===== config.mk =====
export PLATFORM = sky130hd
export DESIGN_NAME = mem_port_arbiter
export DESIGN_NICKNAME = d
export VERILOG_FILES = /design/src/rtl/mem_port_arbiter_pkg.sv /design/src/rtl/mem_port_arbiter_prio.sv /design/src/rtl/mem_port_arbiter.sv
export SDC_FILE = /design/constraint.sdc
export NUM_CORES = 1
export LEC_CHECK = 0
export ABC_AREA = 0
export ABC_CLOCK_PERIOD_IN_PS = 3450
export CAP_MARGIN = 10
export CORE_AREA = 3 3 211 213
export DETAILED_ROUTE_END_ITERATION = 8
export DIE_AREA = 0 0 214 216
export PLACE_DENSITY = 0.45
export SYNTH_ARGS = -nofsm -noshare
export SYNTH_HDL_FRONTEND = slang
export SYNTH_SLANG_ARGS = --single-unit

===== constraint.sdc =====
create_clock -name clk -period 3.45 [get_ports clk]
set_input_delay 0.69 -clock clk [delete_from_list [all_inputs] [get_ports clk]]
set_output_delay 0.69 -clock clk [all_outputs]
set_load 0.02 [all_outputs]

===== src/rtl/mem_port_arbiter_pkg.sv =====
// Shared encodings and default widths for the single-port memory arbiter
// that sits between the rvcpu fetch and load/store paths.
package mem_port_arbiter_pkg;

  localparam int DEF_ADDR_W   = 64;
  localparam int DEF_DATA_W   = 64;
  localparam int DEF_MAX_WAIT = 4;

  // Wide enough for the largest legal MAX_WAIT (15).
  localparam int STARVE_W = 4;

  typedef enum logic [1:0] {
    ARB_IDLE = 2'd0,
    ARB_REQ  = 2'd1,
    ARB_RESP = 2'd2
  } arb_state_e;

  typedef enum logic {
    OWN_IF = 1'b0,
    OWN_LS = 1'b1
  } arb_owner_e;

  function automatic logic [STARVE_W-1:0] starve_next(
    input logic [STARVE_W-1:0] cnt,
    input logic [STARVE_W-1:0] max_cnt
  );
    return (cnt == max_cnt) ? cnt : cnt + 1'b1;
  endfunction

endpackage


===== src/rtl/mem_port_arbiter_prio.sv =====
// Combinational lsu-first priority pick with a starvation counter that
// forces the fetch path through after MAX_WAIT consecutive losses.
module arb_prio_starve
  import mem_port_arbiter_pkg::*;
#(
  parameter int MAX_WAIT = DEF_MAX_WAIT
) (
  input  logic                clk,
  input  logic                rst,
  input  logic                arb_en,
  input  logic                if_valid,
  input  logic                ls_valid,
  output logic                grant_if,
  output logic                grant_ls,
  output logic [STARVE_W-1:0] starve_cnt
);

  localparam logic [STARVE_W-1:0] MAX_CNT = STARVE_W'(MAX_WAIT);

  logic starved;

  assign starved  = (starve_cnt == MAX_CNT);
  assign grant_ls = arb_en && ls_valid && !(if_valid && starved);
  assign grant_if = arb_en && if_valid && !grant_ls;

  // Only lsu wins that actually blocked a waiting ifu count as losses.
  always_ff @(posedge clk or negedge rst) begin
    if (!rst) begin
      starve_cnt <= '0;
    end else if (grant_if) begin
      starve_cnt <= '0;
    end else if (grant_ls && if_valid) begin
      starve_cnt <= starve_next(starve_cnt, MAX_CNT);
    end
  end

endmodule


===== src/rtl/mem_port_arbiter.sv =====
// Shares one memory port between ifu and lsu with a single outstanding
// transaction: accept, issue, await response, route it to its owner.
module mem_port_arbiter
  import mem_port_arbiter_pkg::*;
#(
  parameter int ADDR_W   = DEF_ADDR_W,
  parameter int DATA_W   = DEF_DATA_W,
  parameter int MAX_WAIT = DEF_MAX_WAIT
) (
  input  logic                clk,
  input  logic                rst,

  input  logic                if_req_valid,
  output logic                if_req_ready,
  input  logic [ADDR_W-1:0]   if_req_addr,
  output logic                if_resp_valid,
  output logic [DATA_W-1:0]   if_resp_data,

  input  logic                ls_req_valid,
  output logic                ls_req_ready,
  input  logic [ADDR_W-1:0]   ls_req_addr,
  input  logic                ls_req_wen,
  input  logic [DATA_W-1:0]   ls_req_wdata,
  input  logic [DATA_W/8-1:0] ls_req_wmask,
  output logic                ls_resp_valid,
  output logic [DATA_W-1:0]   ls_resp_data,

  output logic                mem_req_valid,
  input  logic                mem_req_ready,
  output logic [ADDR_W-1:0]   mem_req_addr,
  output logic                mem_req_wen,
  output logic [DATA_W-1:0]   mem_req_wdata,
  output logic [DATA_W/8-1:0] mem_req_wmask,
  input  logic                mem_resp_valid,
  input  logic [DATA_W-1:0]   mem_resp_data,

  output logic                busy
);

  arb_state_e            state_q, state_d;
  arb_owner_e            owner_q;
  logic [ADDR_W-1:0]     hold_addr;
  logic                  hold_wen;
  logic [DATA_W-1:0]     hold_wdata;
  logic [DATA_W/8-1:0]   hold_wmask;

  logic                  arb_en;
  logic                  grant_if;
  logic                  grant_ls;
  logic                  accept;
  logic [STARVE_W-1:0]   starve_cnt;

  // Gating with rst keeps both readys low while reset is held.
  assign arb_en = rst && (state_q == ARB_IDLE);
  assign accept = grant_if || grant_ls;

  arb_prio_starve #(
    .MAX_WAIT (MAX_WAIT)
  ) u_prio (
    .clk        (clk),
    .rst        (rst),
    .arb_en     (arb_en),
    .if_valid   (if_req_valid),
    .ls_valid   (ls_req_valid),
    .grant_if   (grant_if),
    .grant_ls   (grant_ls),
    .starve_cnt (starve_cnt)
  );

  always_ff @(posedge clk or negedge rst) begin
    if (!rst) begin
      state_q <= ARB_IDLE;
      owner_q <= OWN_IF;
    end else begin
      state_q <= state_d;
      if (accept) begin
        owner_q <= grant_ls ? OWN_LS : OWN_IF;
      end
    end
  end

  // Fetches are always reads, so the write fields are forced to zero.
  always_ff @(posedge clk or negedge rst) begin
    if (!rst) begin
      hold_addr  <= '0;
      hold_wen   <= 1'b0;
      hold_wdata <= '0;
      hold_wmask <= '0;
    end else if (accept) begin
      hold_addr  <= grant_ls ? ls_req_addr : if_req_addr;
      hold_wen   <= grant_ls && ls_req_wen;
      hold_wdata <= grant_ls ? ls_req_wdata : '0;
      hold_wmask <= grant_ls ? ls_req_wmask : '0;
    end
  end

  always_comb begin
    state_d       = state_q;
    if_req_ready  = 1'b0;
    ls_req_ready  = 1'b0;
    mem_req_valid = 1'b0;
    if_resp_valid = 1'b0;
    ls_resp_valid = 1'b0;
    case (state_q)
      ARB_IDLE: begin
        if_req_ready = grant_if;
        ls_req_ready = grant_ls;
        if (accept) state_d = ARB_REQ;
      end
      ARB_REQ: begin
        mem_req_valid = 1'b1;
        if (mem_req_ready) state_d = ARB_RESP;
      end
      ARB_RESP: begin
        if_resp_valid = mem_resp_valid && (owner_q == OWN_IF);
        ls_resp_valid = mem_resp_valid && (owner_q == OWN_LS);
        if (mem_resp_valid) state_d = ARB_IDLE;
      end
      default: state_d = ARB_IDLE;
    endcase
  end

  assign mem_req_addr  = hold_addr;
  assign mem_req_wen   = hold_wen;
  assign mem_req_wdata = hold_wdata;
  assign mem_req_wmask = hold_wmask;

  assign if_resp_data = if_resp_valid ? mem_resp_data : '0;
  assign ls_resp_data = ls_resp_valid ? mem_resp_data : '0;
  assign busy         = (state_q != ARB_IDLE);

endmodule


==> reports/metrics.cfg <==
[final_layout]
synthToLayoutAreaGrowth_pct=98.5
fillerInstances=4421
finish.utilization_pct=31.1
drive_gt1_share_pct=10.3
multi_input_area_mm2=0.00282
finalNetCount=1355
regArea_mm2=0.00360
finalNonFillerCells=1680

[drt]
drc=0
wl_per_cell_um=19.2
final_antenna_net_count=0
via_count=6703
first_iter_violations=401
avgViaCountPerCell=3.99
dr.pass1.iters=6
wl_um=32300

[clock_tree]
cts-hold-fix-buffers=0
clk_pin_slew_ps=60
cts_resized=0
clockBufferDepth=2
htree_levels=4
cts_tree=built
cts_inserted_buffers=17
cts.sinks=144
clock_latency_ps=440
post-cts-setup-buffers=0
cts_root_buf=clkbuf_16

[sta]
min_period_ps=3190
slew_viol_final=0
hold_viol=0
holdWs_ps=84.9
maxSlewHeadroom_pct=37.7
timing.final.crit_share_pct=92.4
max_freq_mhz=314
setup_viol=0
worst_pin_slew_ps=934
fin_skew_ps=6.32
setup-tns-final_ps=0
rsz0062_at_grt=false

[pwr]
sequentialPowerShare_pct=28.9
leakage_nw=5.28
p_int_mw=6.41
p_per_area_mw_per_mm2=771
power.share.clock_pct=18.6
swShare_pct=37.8
p_sw_mw=3.89
pwr-share-comb_pct=52.5
totalPowerFinal_mw=10.3
vdd_drop_max_uv=287

[floorplan]
design.die.area_mm2=0.0462
initial_utilization_pct=15.7
rows=76
die_w_um=214
ioPinCount=542
die_y_um=216
core-area_mm2=0.0429

[critical_path]
required_ps=2760
crit_path_end_kind=primary output
r2r.worst_path.cells=5
r2r_start=state_q[0]
startpoint_type=primary input
timing.rr.end=mem_req_wdata[34]
crit_arrival_ps=2500
crit_fanout=65
reg2reg_slack_ps=1050
critical_path_class=primary input to primary output

[yosys]
ys_seq_area_share_pct=53.5
synth_compound_gate_area_share_pct=21.0
synth.distinct_cells=32
synth-simple-area-share_pct=20.2
synth_top_family_by_area=compound AO/OA/AOI/OAI gates
muxShareOfSynthArea_pct=0
synthesis.nets=842
synth_xor_xnor_area_share_pct=0
synth_warnings=0
avgSynthCellArea_um2=11.8
synth-seq-cells=144
synth_area_leaders=dfrtp_1 54%, and2_1 12%, o221a_2 10%
syn_area_mm2=0.00673
synth_fa_ha_area_share_pct=0.372
yosysTopAreaCell=dfrtp_1
syn_inst=569
synth_top_area_share_pct=53.5

[global_routing]
grt_usage_pct=13.5
grt_max_degree=107
grt-ovfl-total=0
antenna_found_initial=3
grt_pass1_vias=6900
grt_first_pass_wirelength_um=47400

[placement]
dp_hpwl_um=23500
placedCellCount=1648
port_buffers=541
place.gp.congestion=0.804

[hold_path]
hp-class=primary input to async pin

[flow_run]
cap_violations=0

[run_status]
status=completed

[area by class of cell]
class | instances | area share, %
diodes | 1 | 0.0187
flip-flops and latches | 144 | 27.0
clock buffers | 18 | 3.29
well taps | 585 | 5.48
repair buffers | 552 | 41.7
inverters | 7 | 0.197
clock inverters | 13 | 1.16
multi-input cells | 360 | 21.1
[how the worst max path moves through the flow]
stage | from | to | slack, ps | depth (start not counted)
after CTS | mem_resp_valid | if_resp_data[28] | 240 | 5
after detailed placement | mem_resp_valid | ls_resp_data[13] | 250 | 5
after floorplan | mem_resp_valid | ls_resp_data[10] | 1190 | 4
final | mem_resp_valid | if_resp_data[34] | 260 | 5
after global routing | state_q[0] | if_resp_data[28] | 130 | 5
after global placement | mem_resp_valid | if_resp_data[9] | 250 | 5
[registers in the layout (all words and copies together) (netlist names)]
register	flops
mem_req_addr	64
mem_req_wdata	64
mem_req_wen	1
mem_req_wmask	8
owner_q	1
state_q	2
u_prio.starve_cnt	4
[synthesized netlist by cell type]
| master | count |
|---|---|
| and4bb_4 | 2 |
| buf_2 | 17 |
| nand4_1 | 2 |
| clkbuf_2 | 2 |
| nand2_2 | 1 |
| buf_4 | 7 |
| buf_6 | 5 |
| a21o_1 | 1 |
| o311ai_0 | 1 |
| and4b_1 | 2 |
| a22o_1 | 73 |
| and2_1 | 128 |
| or2_2 | 1 |
| inv_1 | 6 |
| clkbuf_1 | 27 |
| nor3b_1 | 1 |
| nand2_1 | 3 |
| o21ai_1 | 1 |
| nand2b_1 | 2 |
| o22ai_1 | 2 |
| nor2_1 | 1 |
| o21ai_0 | 3 |
| inv_2 | 1 |
| nand4b_1 | 1 |
| o221a_1 | 2 |
| ha_1 | 2 |
| dfrtp_1 | 144 |
| nand3_1 | 1 |
| a21oi_1 | 1 |
| or3_1 | 65 |
| nand4bb_1 | 2 |
| o221a_2 | 62 |
[critical path: stages]
cell and delay [ps]:
clkdlybuf4s50_1 480, nor3b_2 240, buf_12 270, and2_1 190
clkdlybuf4s50_1 610
[cells by family (layout without fill, tap and decap cells)]
logic type / after synthesis / after routing
adders and majority gates: 2 / 2
and+or+nand+nor: 212 / 212
buffers and inverters: 65 / 590
other: 0 / 1
AOI/OAI and AO/OA: 146 / 146
DFF: 144 / 144
[power by group through the flow]
| stage | combinational [mW] | sequential, mW | clock (mW) |
|---|---|---|---|
| global placement | 5.51 | 2.98 | 0 |
| finish | 5.41 | 2.98 | 1.91 |
| global route | 5.72 | 3.08 | 2.05 |
| detailed placement | 5.48 | 2.99 | 0 |
| floorplan | 1.72 | 3.92 | 0 |
| CTS | 5.51 | 2.99 | 2.00 |
[cells in the final DEF (no fill, tap or decap), types with 2 or more instances in the layout]
cell type          n
clkbuf_16         17
clkinv_4           5
and2_1           128
or3_1             65
inv_1              6
o22ai_1            2
nand4_1            2
buf_4              5
and4bb_4           2
o21ai_0            3
clkdlybuf4s50_1  540
inv_6              4
nand2b_1           2
bufinv_16          2
nand2_1            3
o221a_2           62
dfrtp_1          144
and4b_1            2
ha_1               2
buf_12             6
o221a_1            2
nand4bb_1          2
a22o_1            73
[metal layers]
metal  part of all wire (%)  wire length, um  vias up  GRT usage (%)
met5                  0.040               13        -              0
met4                    1.7              551        2           4.22
met3                    7.6             2470       30           4.86
met2                     48            15400      297           21.8
met1                     43            13900     3227           17.0
li1                       -                -     3147              -
[stage by stage]
stage	area [um^2]	setup WS, ps
detailed placement	12800	245
CTS	13400	240
finish	13400	263
global route	13400	129
floorplan	6730	1190
global placement	12800	249
Note: power is estimated with default switching activity, not from simulation.
